==> src/rtl/memarb_pkg.sv <==
// ---------------------------------------------------------------------------
// memarb_pkg
// Shared encodings for the instruction/data memory port arbiter.
//   state_t      : arbiter FSM states (idle, memory access in flight, ack cycle)
//   owner_t      : which requester owns the access in flight
//   STARVE_CNT_W : width of the optional IF starvation guard counter
// ---------------------------------------------------------------------------
package memarb_pkg;

    typedef enum logic [1:0] {
        ST_IDLE   = 2'd0,
        ST_ACCESS = 2'd1,
        ST_DONE   = 2'd2
    } state_t;

    typedef enum logic [1:0] {
        OWN_NONE = 2'd0,
        OWN_IF   = 2'd1,
        OWN_D    = 2'd2
    } owner_t;

    localparam int STARVE_CNT_W = 3;

endpackage

==> src/rtl/memarb_starve_ctr.sv <==
// ---------------------------------------------------------------------------
// memarb_starve_ctr
// Counts data grants issued while the instruction-fetch port is waiting and
// raises force_if once the count reaches STARVE_LIMIT, so the next grant
// goes to IF. Only instantiated when MEMARB_STARVE_GUARD_EN is defined.
// Ports:
//   clk_i     : clock
//   rst_i     : synchronous active-high reset
//   if_req_i  : IF request level
//   d_grant_i : a data grant is being made this cycle
//   if_grant_i: an IF grant is being made this cycle
//   force_if_o: next grant must go to IF
// ---------------------------------------------------------------------------
module memarb_starve_ctr
    import memarb_pkg::*;
#(
    parameter int STARVE_LIMIT = 4
) (
    input  logic clk_i,
    input  logic rst_i,
    input  logic if_req_i,
    input  logic d_grant_i,
    input  logic if_grant_i,
    output logic force_if_o
);

    logic [STARVE_CNT_W-1:0] cnt_reg;

    always_ff @(posedge clk_i) begin
        if (rst_i) begin
            cnt_reg <= '0;
        end else if (if_grant_i || !if_req_i) begin
            // IF got served or stopped asking: the starvation window restarts
            cnt_reg <= '0;
        end else if (d_grant_i) begin
            cnt_reg <= cnt_reg + 1'b1;
        end
    end

    assign force_if_o = if_req_i && (cnt_reg == STARVE_CNT_W'(STARVE_LIMIT));

endmodule

==> src/rtl/mem_port_arbiter.sv <==
// ---------------------------------------------------------------------------
// mem_port_arbiter
// Shares one single-port, variable-latency word memory between the CPU's
// instruction-fetch port and its data port. Accesses are serialised through
// an IDLE -> ACCESS -> DONE FSM; the owner's ack pulses for one cycle in DONE.
// Data requests win over IF requests. Defining MEMARB_STARVE_GUARD_EN adds a
// guard that forces an IF grant after STARVE_LIMIT back-to-back data grants.
// Ports:
//   clk_i, rst_i                 : clock, synchronous active-high reset
//   if_req_i/if_addr_i           : IF read request (held until if_ack_o)
//   if_ack_o/if_rdata_o          : IF completion pulse and fetched word
//   d_req_i/d_we_i/d_addr_i/
//   d_wdata_i                    : data request (held until d_ack_o)
//   d_ack_o/d_rdata_o            : data completion pulse and loaded word
//   mem_req_o/mem_we_o/
//   mem_addr_o/mem_wdata_o       : memory request, held until mem_ack_i
//   mem_ack_i/mem_rdata_i        : memory completion, read data same cycle
//   stall_o                      : any request still waiting for its ack
// ---------------------------------------------------------------------------
module mem_port_arbiter
    import memarb_pkg::*;
#(
    parameter int ADDR_W       = 32,
    parameter int DATA_W       = 32,
    parameter int STARVE_LIMIT = 4
) (
    input  logic              clk_i,
    input  logic              rst_i,
    input  logic              if_req_i,
    input  logic [ADDR_W-1:0] if_addr_i,
    output logic              if_ack_o,
    output logic [DATA_W-1:0] if_rdata_o,
    input  logic              d_req_i,
    input  logic              d_we_i,
    input  logic [ADDR_W-1:0] d_addr_i,
    input  logic [DATA_W-1:0] d_wdata_i,
    output logic              d_ack_o,
    output logic [DATA_W-1:0] d_rdata_o,
    output logic              mem_req_o,
    output logic              mem_we_o,
    output logic [ADDR_W-1:0] mem_addr_o,
    output logic [DATA_W-1:0] mem_wdata_o,
    input  logic              mem_ack_i,
    input  logic [DATA_W-1:0] mem_rdata_i,
    output logic              stall_o
);

    // Byte-offset bits are dropped on the way to the word memory
    localparam logic [ADDR_W-1:0] WORD_MASK = ~ADDR_W'(3);

    state_t              state_reg, state_next;
    owner_t              owner_reg;
    logic [ADDR_W-1:0]   addr_reg;
    logic                we_reg;
    logic [DATA_W-1:0]   wdata_reg;
    logic [DATA_W-1:0]   if_rdata_reg;
    logic [DATA_W-1:0]   d_rdata_reg;
    logic                grant_d;
    logic                grant_if;

`ifdef MEMARB_STARVE_GUARD_EN
    logic force_if;

    memarb_starve_ctr #(
        .STARVE_LIMIT (STARVE_LIMIT)
    ) u_starve_ctr (
        .clk_i      (clk_i),
        .rst_i      (rst_i),
        .if_req_i   (if_req_i),
        .d_grant_i  (grant_d),
        .if_grant_i (grant_if),
        .force_if_o (force_if)
    );

    assign grant_if = (state_reg == ST_IDLE) && if_req_i && (force_if || !d_req_i);
    assign grant_d  = (state_reg == ST_IDLE) && d_req_i && !grant_if;
`else
    assign grant_d  = (state_reg == ST_IDLE) && d_req_i;
    assign grant_if = (state_reg == ST_IDLE) && if_req_i && !d_req_i;
`endif

    // State register
    always_ff @(posedge clk_i) begin
        if (rst_i) begin
            state_reg <= ST_IDLE;
        end else begin
            state_reg <= state_next;
        end
    end

    // Next-state logic
    always_comb begin
        state_next = state_reg;
        case (state_reg)
            ST_IDLE:   if (grant_d || grant_if) state_next = ST_ACCESS;
            ST_ACCESS: if (mem_ack_i)           state_next = ST_DONE;
            ST_DONE:                            state_next = ST_IDLE;
            default:                            state_next = ST_IDLE;
        endcase
    end

    // Request fields are captured only at grant so the requester may change
    // or drop them while the access is in flight.
    always_ff @(posedge clk_i) begin
        if (rst_i) begin
            owner_reg    <= OWN_NONE;
            addr_reg     <= '0;
            we_reg       <= 1'b0;
            wdata_reg    <= '0;
            if_rdata_reg <= '0;
            d_rdata_reg  <= '0;
        end else begin
            if (grant_d) begin
                owner_reg <= OWN_D;
                addr_reg  <= d_addr_i;
                we_reg    <= d_we_i;
                wdata_reg <= d_wdata_i;
            end else if (grant_if) begin
                owner_reg <= OWN_IF;
                addr_reg  <= if_addr_i;
                we_reg    <= 1'b0;
                wdata_reg <= '0;
            end
            if (state_reg == ST_ACCESS && mem_ack_i) begin
                if (owner_reg == OWN_D) begin
                    d_rdata_reg <= mem_rdata_i;
                end else if (owner_reg == OWN_IF) begin
                    if_rdata_reg <= mem_rdata_i;
                end
            end
            if (state_reg == ST_DONE) begin
                owner_reg <= OWN_NONE;
                we_reg    <= 1'b0;
            end
        end
    end

    // Output logic
    always_comb begin
        mem_req_o = 1'b0;
        mem_we_o  = 1'b0;
        if_ack_o  = 1'b0;
        d_ack_o   = 1'b0;
        case (state_reg)
            ST_ACCESS: begin
                mem_req_o = 1'b1;
                mem_we_o  = we_reg;
            end
            ST_DONE: begin
                if_ack_o = (owner_reg == OWN_IF);
                d_ack_o  = (owner_reg == OWN_D);
            end
            default: ;
        endcase
    end

    assign mem_addr_o  = addr_reg & WORD_MASK;
    assign mem_wdata_o = wdata_reg;
    assign if_rdata_o  = if_rdata_reg;
    assign d_rdata_o   = d_rdata_reg;
    assign stall_o     = (if_req_i && !if_ack_o) || (d_req_i && !d_ack_o);

endmodule

==> config.mk <==
export PLATFORM = sky130hd
export DESIGN_NAME = mem_port_arbiter
export DESIGN_NICKNAME = d
export VERILOG_FILES = /design/src/rtl/memarb_pkg.sv /design/src/rtl/memarb_starve_ctr.sv /design/src/rtl/mem_port_arbiter.sv
export SDC_FILE = /design/constraint.sdc
export NUM_CORES = 1
export LEC_CHECK = 0
export ABC_CLOCK_PERIOD_IN_PS = 2050
export CORE_UTILIZATION = 40
export DETAILED_ROUTE_END_ITERATION = 8
export PLACE_DENSITY = 0.8
export SLEW_MARGIN = 20
export SYNTH_ARGS = -nofsm -noshare
export SYNTH_HDL_FRONTEND = slang
export SYNTH_SLANG_ARGS = --single-unit
export TNS_END_PERCENT = 10
==> constraint.sdc <==
create_clock -name clk_i -period 2.05 [get_ports clk_i]
set_input_delay 0.5125 -clock clk_i [delete_from_list [all_inputs] [get_ports clk_i]]
set_output_delay 0.5125 -clock clk_i [all_outputs]
set_load 0.005 [all_outputs]
# [Word level (Yosys, flattened, before mapping)]
# Index checks and enable logic that the tools add are counted.
[op_classes] eq_ne=6 n_bitwise=1 shifts=0 magnitude_cmp=0 muxes=15 reduce_logical=18 div_mod_pow=0 addsub=0 multipliers=0
[ops] op="$mux 32" n=4
[ops] op="$mux 2" n=4
[ops] op="$logic_and 1x1->1" n=6
[ops] op="$mux 1" n=6
[ops] op="$eq 2x1->1 const B" n=2
[ops] op="$eq 2x2->1 const B" n=2
[ops] op="$pmux 2 s2" n=1
[ops] op="$reduce_and 2->1" n=2
[ops] op="$logic_not 1->1" n=3
[ops] op="$reduce_and 3->1" n=1
[ops] op="$reduce_or 3->1" n=1
[ops] op="$logic_not 2->1" n=1
[ops] op="$logic_or 1x1->1" n=2
[ops] op="$ne 2x1->1 const B" n=1
[ops] op="$ne 2x2->1 const B" n=1
[ops] op="$reduce_bool 2->1" n=1
[ops] op="$reduce_or 2->1" n=1
[ops] op="$not 1->1" n=1
[word_totals] word_cells=48 memories=0 output_inout_bits=133 latch_bits=0 reg_bits=133 romBits=0 ramBits=0 inputBits=134

# [Logic depth before layout (Yosys ltp)]
[depth] depth_word=6 depth_mapped=6 mapped_depth_nobuf=3

# [Least setup slack after synthesis]
# No wires, ideal clock.
[synth_path] path_type="input to output" startpoint="in if_req_i" endpoint="out stall_o" path_slack_ps=426 n_path_buf=1 required_ps=1537 stages=4 t_arrival_ps=1111 cell_sequence="clkbuf_1 inv_2 o21ai_1 a21boi_1"
[synth_via] elab_chain_cells=2
[synth_rtl] element="start: declaration" line="mem_port_arbiter.sv:29" source="input logic if_req_i,"
[synth_rtl] element="$logic_and 1x1->1" line="mem_port_arbiter.sv:161" source="assign stall_o = (if_req_i && !if_ack_o) || (d_req_i && !d_ack_o);"
[synth_rtl] element="$logic_or 1x1->1" line="mem_port_arbiter.sv:161"
[synth_rtl] element="end: declaration" line="mem_port_arbiter.sv:45" source="output logic stall_o"
# No other way between the ends.

# [Worst setup path after layout]
[layout_path] startpoint="reg state_reg[1]" endpoint="out stall_o"
[layout_via] elab_chain_cells=5 word_cells_on_any_way=8 cone_classes="eq/ne (1); mux (2); reduce/logical (5)"
[layout_rtl] element="start: declaration" line="mem_port_arbiter.sv:51" source="state_t state_reg, state_next;"
[layout_rtl] element="start signal: assignment" line="mem_port_arbiter.sv:87" source="state_reg <= state_next;"
[layout_rtl] element="$eq 2x2->1 (*)" line="mem_port_arbiter.sv:144" source="case (state_reg)"
[layout_rtl] element="$mux 1" line="mem_port_arbiter.sv:144"
[layout_rtl] element="$logic_not 1->1" line="mem_port_arbiter.sv:161"
[layout_rtl] element="$logic_and 1x1->1" line="mem_port_arbiter.sv:161"
[layout_rtl] element="$logic_or 1x1->1 (*)" line="mem_port_arbiter.sv:161"
# Every way passes the cells marked *; elsewhere a longest branch is shown, timed or not.

==> metrics.cfg <==
[finish]
num_antenna_cells = 0
nets = 971
area_growth_pct = 62.06
fin_util_pct = 67.22
multi_input_area_um2 = 2542
fill_cells = 1037
seqCellArea_um2 = 2628
drive_gt1_share_pct = 7.647

[synth]
ys_async_sr_fraction_pct = 0
synth_area_per_cell_um2 = 9.416
synth_edf_count = 0
ys.warnings.count = 0
synth_cell_types = 33
netlist_instances = 588
synth-seq-cells = 131
synth_area_um2 = 5537
synthTopCellsByArea = dfxtp_1 47%, mux2i_1 12%, nand2b_1 11%
yosysTopAreaCell = dfxtp_1
synth-seq-area-share_pct = 47.37
synth-main-ff-cell = dfxtp_1
yosysMostFrequentCell = dfxtp_1
yosysTopAreaCellShare_pct = 47.37
synth_common_cells = 131 x dfxtp_1, 100 x nand2b_1, 64 x mux2i_1

[clocking]
postCtsSetupRepairBufs = 0
clk_path_buf_depth = 2
path_clk_slew_ps = 50
h-tree-depth = 4
cts_tree = yes
clock_latency_ps = 410
cts.sinks = 131
numCtsBuffers = 17
clockRootBuffer = clkbuf_16

[routing]
wl_um = 15940
drt-pass1-iter-count = 4
drc = 0
vias = 5186
post_drt_wl_per_cell_um = 15.53
final_antenna_net_count = 0
drt_iter0_drc = 195
vias_per_cell = 5.055

[sta]
fin_crit_sh_pct = 97.16
max_slew_margin_pct = 26.24
finalClockSkew_ps = 6.066
final.min_clock_period_ps = 1992
fmax_mhz = 502.1
tightest_slew_ps = 1106
hold_violations = 0
setup_viol = 0
drv_slew = 0
fin_hold_ws_ps = 465.1
rsz0062_at_grt = yes

[critical_path]
critPathLaunchType = flip-flop
cp_cell_sequence = nor4bb_4 -> buf_4 -> o21ai_1 -> a21boi_1 -> clkbuf_2
cp_slowest_cell = dfxtp_4
worstPathRequired_ps = 1540
crit_arrival_ps = 1480
crit_path_end_kind = primary output
worstPathMaxFanout = 4
critPathMaxStageDelay_ps = 360
critPathKind = flip-flop to primary output

[placement]
dp_hpwl_um = 11300
routabilityCongestion = 0.7620
port_buffers = 260

[die]
die_area_um2 = 14320
die_y_um = 119.7
start_util_pct = 41.48
dieWidth_um = 119.7
rows = 42
core-area_um2 = 13350
pin_count = 267

[grt]
grt_pass1_vias = 5156
grt_pass1_wl_um = 25270
grt_max_degree = 60
overflow = 0
grtUsageTotal_pct = 22.28
antenna_found_initial = 0

[pwr]
power.leakage_nw = 3.511
ir_drop_uv = 538.5
powerDensity_nw_per_um2 = 776.7
power_mw = 6.968

[worst_hold_path]
hold_class = flip-flop to flip-flop

[outcome]
outcome = finished, final reports clean

[flow_run]
cap_violations = 0

layer usage:
| layer | routed length [um] | part of all wire (%) | vias to the layer above | global-route usage, % |
|---|---|---|---|---|
| met3 | 1279 | 8.0 | 25 | 7.795 |
| met1 | 6393 | 40 | 2439 | 24.84 |
| met5 | 0 | 0 | - | 0 |
| li1 | - | - | 2501 | - |
| met4 | 287 | 1.8 | 0 | 8.516 |
| met2 | 7977 | 50 | 221 | 38.73 |
final cells by class:
cell class,instances,area share [%]
Clock buffer,23,5.215
Clock inverter,9,1.701
Inverter,32,1.339
Multi-Input combinational cell,373,28.34
Sequential cell,131,29.28
Tap cell,176,2.454
Timing Repair Buffer,282,31.67
power breakdown:
part | total (mW) | switching (mW) | internal, mW | leakage [nW]
combinational | 1.06 | 0.430 | 0.635 | 2.14
clock | 3.15 | 1.06 | 2.10 | 0.305
sequential | 2.75 | 0.0725 | 2.68 | 1.07
final timing paths:
check	start	to	slack, ps	cells after the start
worst min register to register	addr_reg[10]	addr_reg[10]	470	2
worst max-delay path	state_reg[1]	stall_o	60	5
worst min-delay path	addr_reg[10]	addr_reg[10]	470	2
worst max register to register	state_reg[1]	mem_wdata_o[27]	230	4
placed cells by master (no fill, tap or decap), drive strengths merged, types with 23 or more instances in the layout:
master         instances
clkdlybuf4s50        254
dfxtp                131
nand2b               100
mux2i                 64
a21oi                 35
o21ai                 35
nand2                 33
inv                   32
nor2                  31
a221oi                30
o2bb2ai               26
clkbuf                24
buf                   23
through the flow:
stage	cells	setup TNS, ps	area [um2]	worst slack (ps)
2_1_floorplan	589	0	5540	426.0
3_3_place_gp	994	-2117	8325	-379.9
3_5_place_dp	994	-3701	8325	-325.2
4_1_cts	1026	-627.9	8956	-221.4
5_1_grt	1026	-20.82	8972	-20.82
6_report	1026	0	8972	58.27
what timing repair did:
item	4_1_cts	5_1_grt
gates resized for setup	5	8
pin swaps	1	0
gates cloned	0	0
endpoints found under the setup margin	5	4
hold buffers	0	0
cells by family after synthesis:
| family | Yosys count | share of synthesized area, % |
|---|---|---|
| other cells | 1 | 0.06773 |
| mux | 64 | 11.57 |
| flops | 131 | 47.37 |
| simple gates | 174 | 17.58 |
| buf+inv | 85 | 7.390 |
| compound gates | 133 | 16.02 |
worst max-delay path, delay by kind of cell (launching register included):
family,cells,cell delay [ps]
flops,1,360
buf+inv,2,280
simple gates,1,270
compound gates,2,170
(Power assumes the default switching activity.)
==> patch 1 (same flow settings) <==
Build with the macro `MEMARB_STARVE_GUARD_EN` defined.
--- a/src/rtl/mem_port_arbiter.sv
+++ b/src/rtl/mem_port_arbiter.sv
@@ -17,6 +17,8 @@
 //   mem_ack_i/mem_rdata_i        : memory completion, read data same cycle
 //   stall_o                      : any request still waiting for its ack
 // ---------------------------------------------------------------------------
+`define MEMARB_STARVE_GUARD_EN
+
 module mem_port_arbiter
     import memarb_pkg::*;
 #(
Behaviour: no difference found for any inputs over 4 cycles, from zero or initial values and one cycle with rst_i high; that may be too few to reach the edited logic, so the function may still have changed.
==> patch 1 against the unedited design <==
Setup slack worse by 12 ps; power up 2.8%; routed wire length up 4.5%; sequential cell count up 3; non-clock buffer count up 1; area after synthesis up 3.6%; fmax down 0.58%; register-to-register slack better by 90 ps; design area up 2.9%; count of clock-buffer cells in the layout down 4; sequential share of layout area down 0.21 points.
==> patch 1: results (changes against the unedited design) <==
- Hold/Removal Path Class: flip-flop to flip-flop (unchanged)
- LEAKAGE: 3.63 nW (was 3.51 nW)
- Initial DRC count: 239 (was 195)
- Final Hold Vio Count: 0 (unchanged)
- CTS Buffer Depth: 2 (unchanged)
- Critical path fanouts, max: 2 (was 4)
- Cells after synthesis: 618 (was 588)
- Worst slew pin tran: 521 ps (was 1110 ps)
- Per-cell routed wire length: 15.7 µm (was 15.5 µm)
- Largest net degree at the start of global routing: 99 (was 60)
- CP max stage delay: 490 ps (was 360 ps)
- Worst VDD drop: 0.658 mV (was 0.539 mV)
- Worst Setup EP: stall_o (unchanged)
- Commonest cells in the netlist: dfxtp_1 (134), nand2_1 (105), a21oi_1 (69) (was dfxtp_1 (131), nand2b_1 (100), mux2i_1 (64))
- GP Congestion: 0.748 (was 0.762)
- Outcome: complete, no violations (unchanged)
- Synth area leaders: dfxtp_1 (47%), mux2i_1 (11%), a2111oi_2 (7.9%) (was dfxtp_1 (47%), mux2i_1 (12%), nand2b_1 (11%))
- Clock transition at path regs: 50 ps (about the same)
- Via Count: 5334 (was 5186)
- PortBufs: 260 (unchanged)
- GRT Total Usage: 23.1% (was 22.3%)
- Unique masters post-synth: 37 (was 33)
- Mapped cell area: 5730 µm² (was 5540 µm²)
- Antenna Cells: 0 (unchanged)
- Worst R2R Setup Slack: 320 ps (was 230 ps)
- # fillers: 1141 (was 1037)
- R2R Path End: addr_reg[17] (was mem_wdata_o[27])
- Antenna violations before repair: 0 (unchanged)
- Register area share after synthesis: 46.8% (was 47.4%)
- NetSw: 1.71 mW (was 1.56 mW)
- Clk_skew: 12.0 ps (was 6.07 ps)
- Clk_lat worst skew: 430 ps (was 410 ps)
- Detailed Place HPWL: 11.1 mm (was 11.3 mm)
- Slowest cell on the critical path: clkdlybuf4s50_1 (was dfxtp_4)
- Worst reg2reg path depth: 5 (was 4)
- Via/cell ratio: 5.04 (was 5.05)
- R2r startpoint: u_starve_ctr.cnt_reg[0] (was state_reg[1])
- Placed insts: 1024 (was 994)
- Share of layout cells above drive strength 1: 13.4% (was 7.65%)
- First-pass GRT wire length: 26.3 mm (was 25.3 mm)
- Critical path type: input pin to primary output (was flip-flop to primary output)
- Start point of the critical path: if_req_i (was state_reg[1])
==> patch 1: critical path, delay by kind of cell <==
family,cells,cell delay [ps]
AOI/OAI and AO/OA,1,170
buffers and inverters,3,820
==> patch 1: per-stage QoR <==
stage,hold WS [ps],utilization (%),worst slack [ps],area [µm²],setup TNS [ps]
2_1_floorplan,448,-,500,5740,0
3_3_place_gp,442,61.4,-221,8560,-4410
3_5_place_dp,447,61.4,-221,8560,-4970
4_1_cts,456,66.2,-165,9230,-165
5_1_grt,473,66.3,-1.02,9240,-1.02
6_report,454,66.3,46.6,9240,0
==> patch 1: area by class of cell <==
cell class                 count  area (µm²)  area share, %
clock buffer                  19         443           4.80
clock inverter                13         180           1.95
inverter                      35         131           1.42
multi-input combinational    394        2670           28.9
sequential                   134        2690           29.1
tap                          180         225           2.44
timing repair buffer         283        2900           31.4
==> patch 1: power by group through the flow <==
stage	registers [mW]	clock network [mW]	logic, mW
floorplan	2.86	0	0.487
global placement	2.85	0	1.12
detailed placement	2.85	0	1.13
CTS	2.80	3.28	1.15
global route	2.82	3.39	1.23
finish	2.80	3.22	1.14
==> patch 1: routing by layer <==
layer | track usage [%] | part of all wire (%) | vias to the layer above
li1 | - | - | 2628
met1 | 25.5 | 40 | 2520
met2 | 39.8 | 51 | 157
met3 | 7.54 | 6.3 | 29
met4 | 11.0 | 2.6 | 0
met5 | 0 | 0 | -
==> patch 1: worst min path at each step <==
stage / startpoint / endpoint / slack (ps) / cells past startpoint
2_1_floorplan: u_starve_ctr.cnt_reg[0] / u_starve_ctr.cnt_reg[0] / 450 / 2
3_3_place_gp: if_rdata_o[23] / if_rdata_o[23] / 440 / 2
3_5_place_dp: if_rdata_o[12] / if_rdata_o[12] / 450 / 2
4_1_cts: if_rdata_o[2] / if_rdata_o[2] / 460 / 2
5_1_grt: d_rdata_o[17] / d_rdata_o[17] / 470 / 2
6_report: if_rdata_o[8] / if_rdata_o[8] / 450 / 2
==> patch 1: kinds of logic after synthesis <==
kind of cell | Yosys count | synth area share (%)
and+or+nand+nor | 189 | 16.7
adders and majority gates | 2 | 0.436
DFF | 134 | 46.8
AOI/OAI and AO/OA | 137 | 17.4
other | 1 | 0.0654
muxes | 64 | 11.2
buffers and inverters | 91 | 7.51
==> patch 1: timing repair <==
item,CTS,global route
endpoints found under the hold margin,0,0
resized for setup,14,3
buffers inserted,2,0
endpoints found under the setup margin,5,3
pin swaps,1,1
hold buffers,0,0
==> patch 2 (same flow settings) <==
Made on the original files. Re-encode `state_t` (3 states) as one-hot, 3 bits wide.
--- a/src/rtl/memarb_pkg.sv
+++ b/src/rtl/memarb_pkg.sv
@@ -7,10 +7,10 @@
 // ---------------------------------------------------------------------------
 package memarb_pkg;
 
-    typedef enum logic [1:0] {
-        ST_IDLE   = 2'd0,
-        ST_ACCESS = 2'd1,
-        ST_DONE   = 2'd2
+    typedef enum logic [2:0] {
+        ST_IDLE   = 3'b001,
+        ST_ACCESS = 3'b010,
+        ST_DONE   = 3'b100
     } state_t;
 
     typedef enum logic [1:0] {
Check against the original RTL: same outputs for any inputs over 4 cycles, from zero or initial values and one cycle with rst_i high; so few cycles prove little.
==> patch 2 against the unedited design <==
Setup slack improved by 6.2 ps; area after synthesis decreased by 1.6%; non-clock buffer count decreased by 3; routed wire length decreased by 7.9%; sequential cell count increased by 1; design area decreased by 1.6%; power decreased by 0.62%; core utilization decreased by 0.58 points; clock power decreased by 7.0%; critical path type unchanged; critical endpoint unchanged; highest routed layer unchanged.
==> patch 2: results (changes against the unedited design) <==
- Hold Crit Start: d_req_i (was addr_reg[10])
- Non-clk buf share: 31.5% (was 31.7%)
- Logic inverters: 3 (was 32)
- Start point of the critical path: state_reg[2] (was state_reg[1])
- GRT Total Usage: 20.9% (was 22.3%)
- Clock network area share: 6.52% (was 6.92%)
- H-tree depth: 4 (unchanged)
- Logic pwr share: 16.7% (was 15.3%)
- Initial DRC count: 212 (was 195)
- Hold Slack: 342 ps (was 465 ps)
- Register area share after synthesis: 48.5% (was 47.4%)
- Clk_skew: 6.62 ps (was 6.07 ps)
- R2R Path End: if_rdata_o[21] (was mem_wdata_o[27])
- Sequential share of cell area: 29.9% (was 29.3%)
- LEAKAGE: 3.48 nW (was 3.51 nW)
- Share of layout cells above drive strength 1: 7.87% (was 7.65%)
- Commonest cells in the netlist: dfxtp_1 (132), nand2b_1 (96), mux2i_1 (64) (was dfxtp_1 (131), nand2b_1 (100), mux2i_1 (64))
- Design Power: 6.93 mW (was 6.97 mW)
- GP Congestion: 0.803 (was 0.762)
- Via/cell ratio: 4.88 (was 5.05)
- Worst R2R Setup Slack: 460 ps (was 230 ps)
- Unique masters post-synth: 34 (was 33)
- Per-cell routed wire length: 15.2 µm (was 15.5 µm)
- Multi-input combinational area share: 29.3% (was 28.3%)
- Via Count: 4710 (was 5186)
- #MultiIn Comb: 344 (was 373)
- FMAX: 504 MHz (was 502 MHz)
- First-pass GRT wire length: 23.1 mm (was 25.3 mm)
- Outcome: complete, no violations (unchanged)
- Cells after synthesis: 523 (was 588)
- Chip width: 119 µm (was 120 µm)
- # fillers: 1046 (was 1037)
- CP max stage delay: 310 ps (was 360 ps)
- Relative slew slack: 66.1% (was 26.2%)
- Fin nets: 911 (was 971)
- Layout area overhead: 62.0% (was 62.1%)
- Worst hold path endpoint: owner_reg[0] (was addr_reg[10])
- Setup WS pre-CTS: -371 ps (was -325 ps)
- Clk_lat worst skew: 420 ps
- Antenna violations before repair: 1 (was 0)
- Largest net degree at the start of global routing: 63 (was 60)
- Synth Register Bits: 132 (was 131)
- Worst reg2reg path depth: 6 (was 4)
- CLK BUF: 21 (was 23)
- Worst Setup EP: stall_o (unchanged)
- Switching Share: 22.6% (was 22.3%)
- Vias in the first global route: 4786 (was 5156)
- Placed insts: 934 (was 994)
- Hold/Removal Path Class: input pin to flip-flop (was flip-flop to flip-flop)
- Nonclk buf count: 279 (was 282)
- Slowest cell on the critical path: dfxtp_1 (was dfxtp_4)
- Detailed Place HPWL: 10.7 mm (was 11.3 mm)
- Worst VDD drop: 0.544 mV (was 0.539 mV)
- Synth area leaders: dfxtp_1 (49%), mux2i_1 (12%), nand2b_1 (11%) (was dfxtp_1 (47%), mux2i_1 (12%), nand2b_1 (11%))
- Total CTS buffers: 17 (unchanged)
- Antenna Cells: 1 (was 0)
- Placed cell area: 8240 µm² (was 8330 µm²)
- Critical path fanouts, max: 6 (was 4)
==> patch 2: changes by cell type in the layout (fill, tap and decap cells not counted), sizes merged, moves of 31 or more <==
cell	delta
a21oi	-32
a22o	+33
nor2b	+31
o21ai	-33
==> patch 2: layer usage <==
metal  routed length (µm)  track usage, %  vias to the layer above
li1                     -               -                     2326
met1                 6160            23.3                     2169
met2                 7100            36.1                      193
met3                 1130            7.87                       22
met4                  282            7.75                        0
met5                    0               0                        -
==> patch 2: what timing repair did <==
action / CTS / global route
pin swaps: 0 / 0
cloned: 0 / 0
resized for setup: 11 / 4
endpoints found under the setup margin: 5 / 4
==> patch 2: cell families after synthesis <==
kind of cell / share of synthesized area, %
AND/OR/NAND/NOR: 23.6
AO/OA/AOI/OAI: 11.8
other: 0.0689
flip-flops: 48.5
multiplexers: 11.8
buffers and inverters: 4.27
